$ cat config.mk
export PLATFORM = sky130hd
export DESIGN_NAME = axis_burst_framer
export DESIGN_NICKNAME = d
export VERILOG_FILES = /design/src/rtl/axis_burst_framer_pkg.sv /design/src/rtl/axis_burst_framer.sv
export SDC_FILE = /design/constraint.sdc
export NUM_CORES = 1
export LEC_CHECK = 0
export BUFFER_PORTS_ARGS = -buffer_cell sky130_fd_sc_hd__buf_4
export CAP_MARGIN = 20
export CORE_ASPECT_RATIO = 0.5
export CORE_MARGIN = 3
export CORE_UTILIZATION = 35
export DETAILED_ROUTE_END_ITERATION = 12
export PLACE_DENSITY = 0.75
export SETUP_SLACK_MARGIN = 0.2
export SLEW_MARGIN = 20
export SYNTH_ARGS = -nofsm -noshare
export SYNTH_HDL_FRONTEND = slang
export SYNTH_SLANG_ARGS = --single-unit
$ cat constraint.sdc
create_clock -name clk -period 3.31 [get_ports clk]
set_input_delay 0.331 -clock clk [delete_from_list [all_inputs] [get_ports clk]]
set_output_delay 0.331 -clock clk [all_outputs]
set_load 0.02 [all_outputs]
$ cat src/rtl/axis_burst_framer_pkg.sv
// Shared types and helpers for the transmit-path framer.
// Provides the framer state encoding, default sync pattern and header builder.
package transmit_pkg;

  typedef enum logic [1:0] {
    ST_IDLE    = 2'd0,
    ST_HEADER  = 2'd1,
    ST_PAYLOAD = 2'd2,
    ST_GAP     = 2'd3
  } framer_state_t;

  localparam logic [15:0] SYNC_DEFAULT = 16'hA5C3;

  // Header word: sync pattern in the upper half, frame sequence number below.
  function automatic logic [31:0] make_header(input logic [15:0] seq,
                                              input logic [15:0] sync = SYNC_DEFAULT);
    return {sync, seq};
  endfunction

endpackage

$ cat src/rtl/axis_burst_framer.sv
// Drains fixed-length bursts from the transmit FIFO and emits them as framed
// AXI4-Stream packets: one header beat, BURST_LEN payload beats, then a gap.
module axis_burst_framer
  import transmit_pkg::*;
#(
  parameter int          DATA_W     = 32,
  parameter int          COUNT_W    = 32,
  parameter int          BURST_LEN  = 256,
  parameter int          GAP_CYCLES = 4,
  parameter logic [15:0] SYNC       = SYNC_DEFAULT
) (
  input  logic               clk,
  input  logic               reset,
  input  logic [DATA_W-1:0]  s_axis_tdata,
  input  logic               s_axis_tvalid,
  output logic               s_axis_tready,
  input  logic [COUNT_W-1:0] fifo_rd_data_count,
  input  logic               fifo_prog_empty,
  output logic [DATA_W-1:0]  m_axis_tdata,
  output logic               m_axis_tvalid,
  input  logic               m_axis_tready,
  output logic               m_axis_tlast,
  output logic [15:0]        frame_seq,
  output logic               busy
);

  localparam int BEAT_W  = $clog2(BURST_LEN + 1);
  localparam int GAP_W   = (GAP_CYCLES > 0) ? $clog2(GAP_CYCLES + 1) : 1;
  localparam bit HAS_GAP = (GAP_CYCLES > 0);
  localparam logic [BEAT_W-1:0]  BEAT_LAST = BEAT_W'(BURST_LEN - 1);
  localparam logic [GAP_W-1:0]   GAP_LAST  = GAP_W'((GAP_CYCLES > 0) ? GAP_CYCLES - 1 : 0);
  localparam logic [COUNT_W-1:0] START_THR = COUNT_W'(BURST_LEN);

  framer_state_t      state_r;
  framer_state_t      state_s;
  logic               start_ok_r;
  logic [BEAT_W-1:0]  beat_cnt_r;
  logic [GAP_W-1:0]   gap_cnt_r;
  logic [15:0]        frame_seq_r;
  logic [31:0]        hdr32_s;
  logic [DATA_W-1:0]  hdr_word_s;
  logic               last_beat_s;
  logic               pay_hs_s;
  logic               hdr_hs_s;

  assign hdr32_s     = make_header(frame_seq_r, SYNC);
  assign last_beat_s = (beat_cnt_r == BEAT_LAST);
  assign pay_hs_s    = (state_r == ST_PAYLOAD) && s_axis_tvalid && m_axis_tready;
  assign hdr_hs_s    = (state_r == ST_HEADER) && m_axis_tready;
  assign frame_seq   = frame_seq_r;
  assign busy        = (state_r != ST_IDLE);

  generate
    if (DATA_W > 32) begin : g_hdr_ext
      assign hdr_word_s = {{(DATA_W - 32){1'b0}}, hdr32_s};
    end else begin : g_hdr_trunc
      assign hdr_word_s = hdr32_s[DATA_W-1:0];
    end
  endgenerate

  // Start condition is only sampled in IDLE so a lagging count cannot retrigger.
  always_ff @(posedge clk or posedge reset) begin
    if (reset) begin
      start_ok_r <= 1'b0;
    end else if (state_r == ST_IDLE) begin
      start_ok_r <= (fifo_rd_data_count >= START_THR) && !fifo_prog_empty;
    end else begin
      start_ok_r <= 1'b0;
    end
  end

  // State register.
  always_ff @(posedge clk or posedge reset) begin
    if (reset) begin
      state_r <= ST_IDLE;
    end else begin
      state_r <= state_s;
    end
  end

  // Next-state decode and stream steering; payload is a zero-latency pass-through.
  always_comb begin
    state_s       = state_r;
    s_axis_tready = 1'b0;
    m_axis_tvalid = 1'b0;
    m_axis_tdata  = {DATA_W{1'b0}};
    m_axis_tlast  = 1'b0;
    case (state_r)
      ST_IDLE: begin
        if (start_ok_r) begin
          state_s = ST_HEADER;
        end else begin
          state_s = ST_IDLE;
        end
      end
      ST_HEADER: begin
        m_axis_tvalid = 1'b1;
        m_axis_tdata  = hdr_word_s;
        if (m_axis_tready) begin
          state_s = ST_PAYLOAD;
        end else begin
          state_s = ST_HEADER;
        end
      end
      ST_PAYLOAD: begin
        m_axis_tvalid = s_axis_tvalid;
        m_axis_tdata  = s_axis_tdata;
        s_axis_tready = m_axis_tready;
        m_axis_tlast  = last_beat_s;
        if (pay_hs_s && last_beat_s) begin
          state_s = HAS_GAP ? ST_GAP : ST_IDLE;
        end else begin
          state_s = ST_PAYLOAD;
        end
      end
      ST_GAP: begin
        if (gap_cnt_r == GAP_LAST) begin
          state_s = ST_IDLE;
        end else begin
          state_s = ST_GAP;
        end
      end
      default: begin
        state_s = ST_IDLE;
      end
    endcase
  end

  // Payload beat counter; holds while the FIFO underflows mid-frame.
  always_ff @(posedge clk or posedge reset) begin
    if (reset) begin
      beat_cnt_r <= {BEAT_W{1'b0}};
    end else if (hdr_hs_s) begin
      beat_cnt_r <= {BEAT_W{1'b0}};
    end else if (pay_hs_s) begin
      if (last_beat_s) begin
        beat_cnt_r <= {BEAT_W{1'b0}};
      end else begin
        beat_cnt_r <= beat_cnt_r + BEAT_W'(1'b1);
      end
    end else begin
      beat_cnt_r <= beat_cnt_r;
    end
  end

  // Inter-frame gap counter.
  always_ff @(posedge clk or posedge reset) begin
    if (reset) begin
      gap_cnt_r <= {GAP_W{1'b0}};
    end else if (state_r == ST_GAP) begin
      if (gap_cnt_r == GAP_LAST) begin
        gap_cnt_r <= {GAP_W{1'b0}};
      end else begin
        gap_cnt_r <= gap_cnt_r + GAP_W'(1'b1);
      end
    end else begin
      gap_cnt_r <= {GAP_W{1'b0}};
    end
  end

  // Sequence number advances once per completed frame and wraps naturally.
  always_ff @(posedge clk or posedge reset) begin
    if (reset) begin
      frame_seq_r <= 16'h0000;
    end else if (pay_hs_s && last_beat_s) begin
      frame_seq_r <= frame_seq_r + 16'h0001;
    end else begin
      frame_seq_r <= frame_seq_r;
    end
  end

endmodule

==> results.ini <==
[timing]
post-route-period-util_pct = 69.11
drv_slew = 0
rsz0062_at_grt = no
setup_tns_ns = 0
setup_viol = 0
max_freq_ghz = 0.4371
period_minus_slack_ns = 2.288
finalHoldViolCount = 0
fin_skew_ns = 0.002471
worst_pin_slew_ns = 0.5801
slew_headroom_pct = 61.33

[clock_network]
htree_levels = 2
clk_pin_slew_ns = 0.05
post-cts-setup-buffers = 0
ctsHoldBuffers = 0
clkLatencyLatePin_ns = 0.27
cts.sinks = 31
cts-root-buf = clkbuf_16
cts_tree = yes
postCtsResizedCells = 0
cts_buffer_depth = 2
cts_buffers = 5

[floorplan]
die_x_um = 113.0
die_area_um2 = 6722
start_util_pct = 38.34
io_pins = 121
core_um2 = 5225
core.rowCount = 18
die_h_um = 59.50

[power]
pwr-share-seq_pct = 39.6
vdd_drop_max_mv = 0.1926
powerDensity_nw_per_um2 = 369.1
p_int_w = 0.0008369
switchingPower_w = 0.0002965
power_leakage_nw = 1.578
swShare_pct = 26.16
comb_power_share_pct = 18.4
power_w = 0.001133
pwr-share-clk_pct = 42.0

[worst_setup_path]
regToRegSetupSlack_ns = 1.42
end_kind = primary output
setup.worst_path.class = register to primary output
required_ns = 2.98
cp_max_fo = 20
arrival_ns = 1.96
critPathLaunchType = register

[finish]
antenna_cells = 0
final_util_pct = 58.76
drive_gt1_share_pct = 38.84
final_cells = 397
fill_cells = 473
finalInstanceArea_um2 = 3070
syn2layout_area_growth_pct = 53.28
finalNetCount = 402

[yosys]
ys_async_sr_fraction_pct = 100.0
ys_seq_area_share_pct = 38.73
synth_edf_count = 0
synth_top_area_share_pct = 38.73
synth.avg_cell_area_um2 = 9.361
synth_common_cells = dfrtp_1 (31), nor2b_1 (24), xnor2_1 (17)
synth.distinct_cells = 34
syn-num-nets = 290
netlist.top_cell.by_area = dfrtp_1
syn_inst = 214
synth_area_leaders = dfrtp_1 (39%), nor2b_1 (7.5%), xnor2_1 (7.4%), a22oi_1 (6.0%), ha_1 (4.4%)
yosysMostFrequentCell = dfrtp_1
ys_ff_latch = 31
syn_area_um2 = 2003
yosys_warnings = 0
synth-main-ff-cell = dfrtp_1

[status]
status = finished, final reports clean

[drt]
dr.pass1.iters = 5
antenna_left = 0
drtIter0Drc = 114
vias_per_cell = 5.096
wire_per_inst_um = 14.70
drt-total-wl_um = 5836
vias = 2023
drcViolationCount = 0

[global_routing]
grt_max_degree = 38
gr-total-overflow = 0
grt_usage_pct = 17.62
grt_pass1_vias = 2030
grt_pass1_wl_um = 9446
antenna_found_initial = 0

[placed_design]
place_congestion = 0.7779
place_area_um2 = 2914
dp_hpwl_um = 4507
io_buffers = 112
dp_cells = 389

[run]
maxCapViolations = 0

[worst_hold_path]
hold_class = input port to async pin

## routing by layer
metal / global-route usage [%] / vias up / wire length [um]
li1: - / 988 / -
met5: 0 / - / 0
met4: 4.795 / 0 / 65
met2: 32.49 / 65 / 3052
met1: 21.44 / 963 / 2402
met3: 3.466 / 7 / 315
## sequential cells by signal, summed over array words and instances, names as in the netlist
name        cells
beat_cnt_r      9
frame_seq      16
gap_cnt_r       3
start_ok_r      1
state_r         2
## placed cells by master (no fill, tap or decap), types with 3 or more instances in the layout
| master | synthesis | routed |
|---|---|---|
| buf_4 | 0 | 115 |
| dfrtp_1 | 31 | 31 |
| nor2b_1 | 24 | 24 |
| xnor2_1 | 17 | 17 |
| a22oi_1 | 16 | 16 |
| nand3_1 | 14 | 14 |
| and2_1 | 13 | 13 |
| a21oi_1 | 12 | 12 |
| nand2_1 | 9 | 9 |
| nor4_1 | 8 | 8 |
| nor2_1 | 8 | 8 |
| nand4_1 | 8 | 8 |
| inv_1 | 8 | 8 |
| ha_1 | 7 | 7 |
| clkbuf_16 | 0 | 5 |
| nor3_1 | 4 | 4 |
| xor2_1 | 3 | 3 |
| and3_1 | 3 | 3 |
## power by group through the flow
stage / registers (W) / clock network (W) / logic [W]
after floorplan: 0.000444 / 0 / 0.000106
after global placement: 0.000449 / 0 / 0.000202
after detailed placement: 0.000452 / 0 / 0.000211
after CTS: 0.000447 / 0.000482 / 0.000211
after global routing: 0.000453 / 0.000498 / 0.000229
final: 0.000449 / 0.000476 / 0.000208
## critical path: stages (launching register included)
cell and delay, ns:
dfrtp_1 0.39, inv_1 0.08, ha_1 0.46, buf_4 0.33
a22oi_1 0.12, nor2b_1 0.14, buf_4 0.15
## through the flow
step | hold slack (ns) | setup slack, ns
floorplan | 0.4030 | 1.377
global placement | 0.4191 | 1.367
detailed placement | 0.4327 | 1.322
CTS | 0.1511 | 1.004
global route | 0.1816 | 0.8962
finish | 0.1429 | 1.022
## cell families (layout without fill, tap and decap cells)
group           after synthesis  in the layout  share of synthesized area [%]
compound gates               39             39                          12.99
xor+xnor                     20             20                          8.745
fa+ha+maj                     7              7                          4.372
buf+inv                      18            131                          3.498
flops                        31             31                          38.73
mux                           1              1                         0.5621
simple gates                 98             98                          31.11
## area by class of cell
cell class / count / area (um^2) / share of cell area, %
clock buffer: 8 / 156.4 / 5.094
multi-input combinational: 165 / 1157 / 37.69
sequential: 31 / 775.7 / 25.26
tap: 70 / 87.58 / 2.852
timing repair buffer: 115 / 863.3 / 28.12
inverter: 8 / 30.03 / 0.9780
## worst paths after layout
check                                        from                   endpoint  cells after the start
max in group asynchronous                   reset  frame_seq[11]$_DFFE_PP0N_                      3
max                          state_r[1]$_DFF_PP0_           m_axis_tdata[12]                      6
min in group clk                  fifo_prog_empty       start_ok_r$_DFF_PP0_                      2
min                                         reset   frame_seq[1]$_DFFE_PP0N_                      3
min reg2reg                gap_cnt_r[0]$_DFF_PP0_     gap_cnt_r[0]$_DFF_PP0_                      1
max reg2reg                  state_r[0]$_DFF_PP0_  beat_cnt_r[5]$_DFFE_PP0P_                      7
Power figures use the tool's default switching activity.
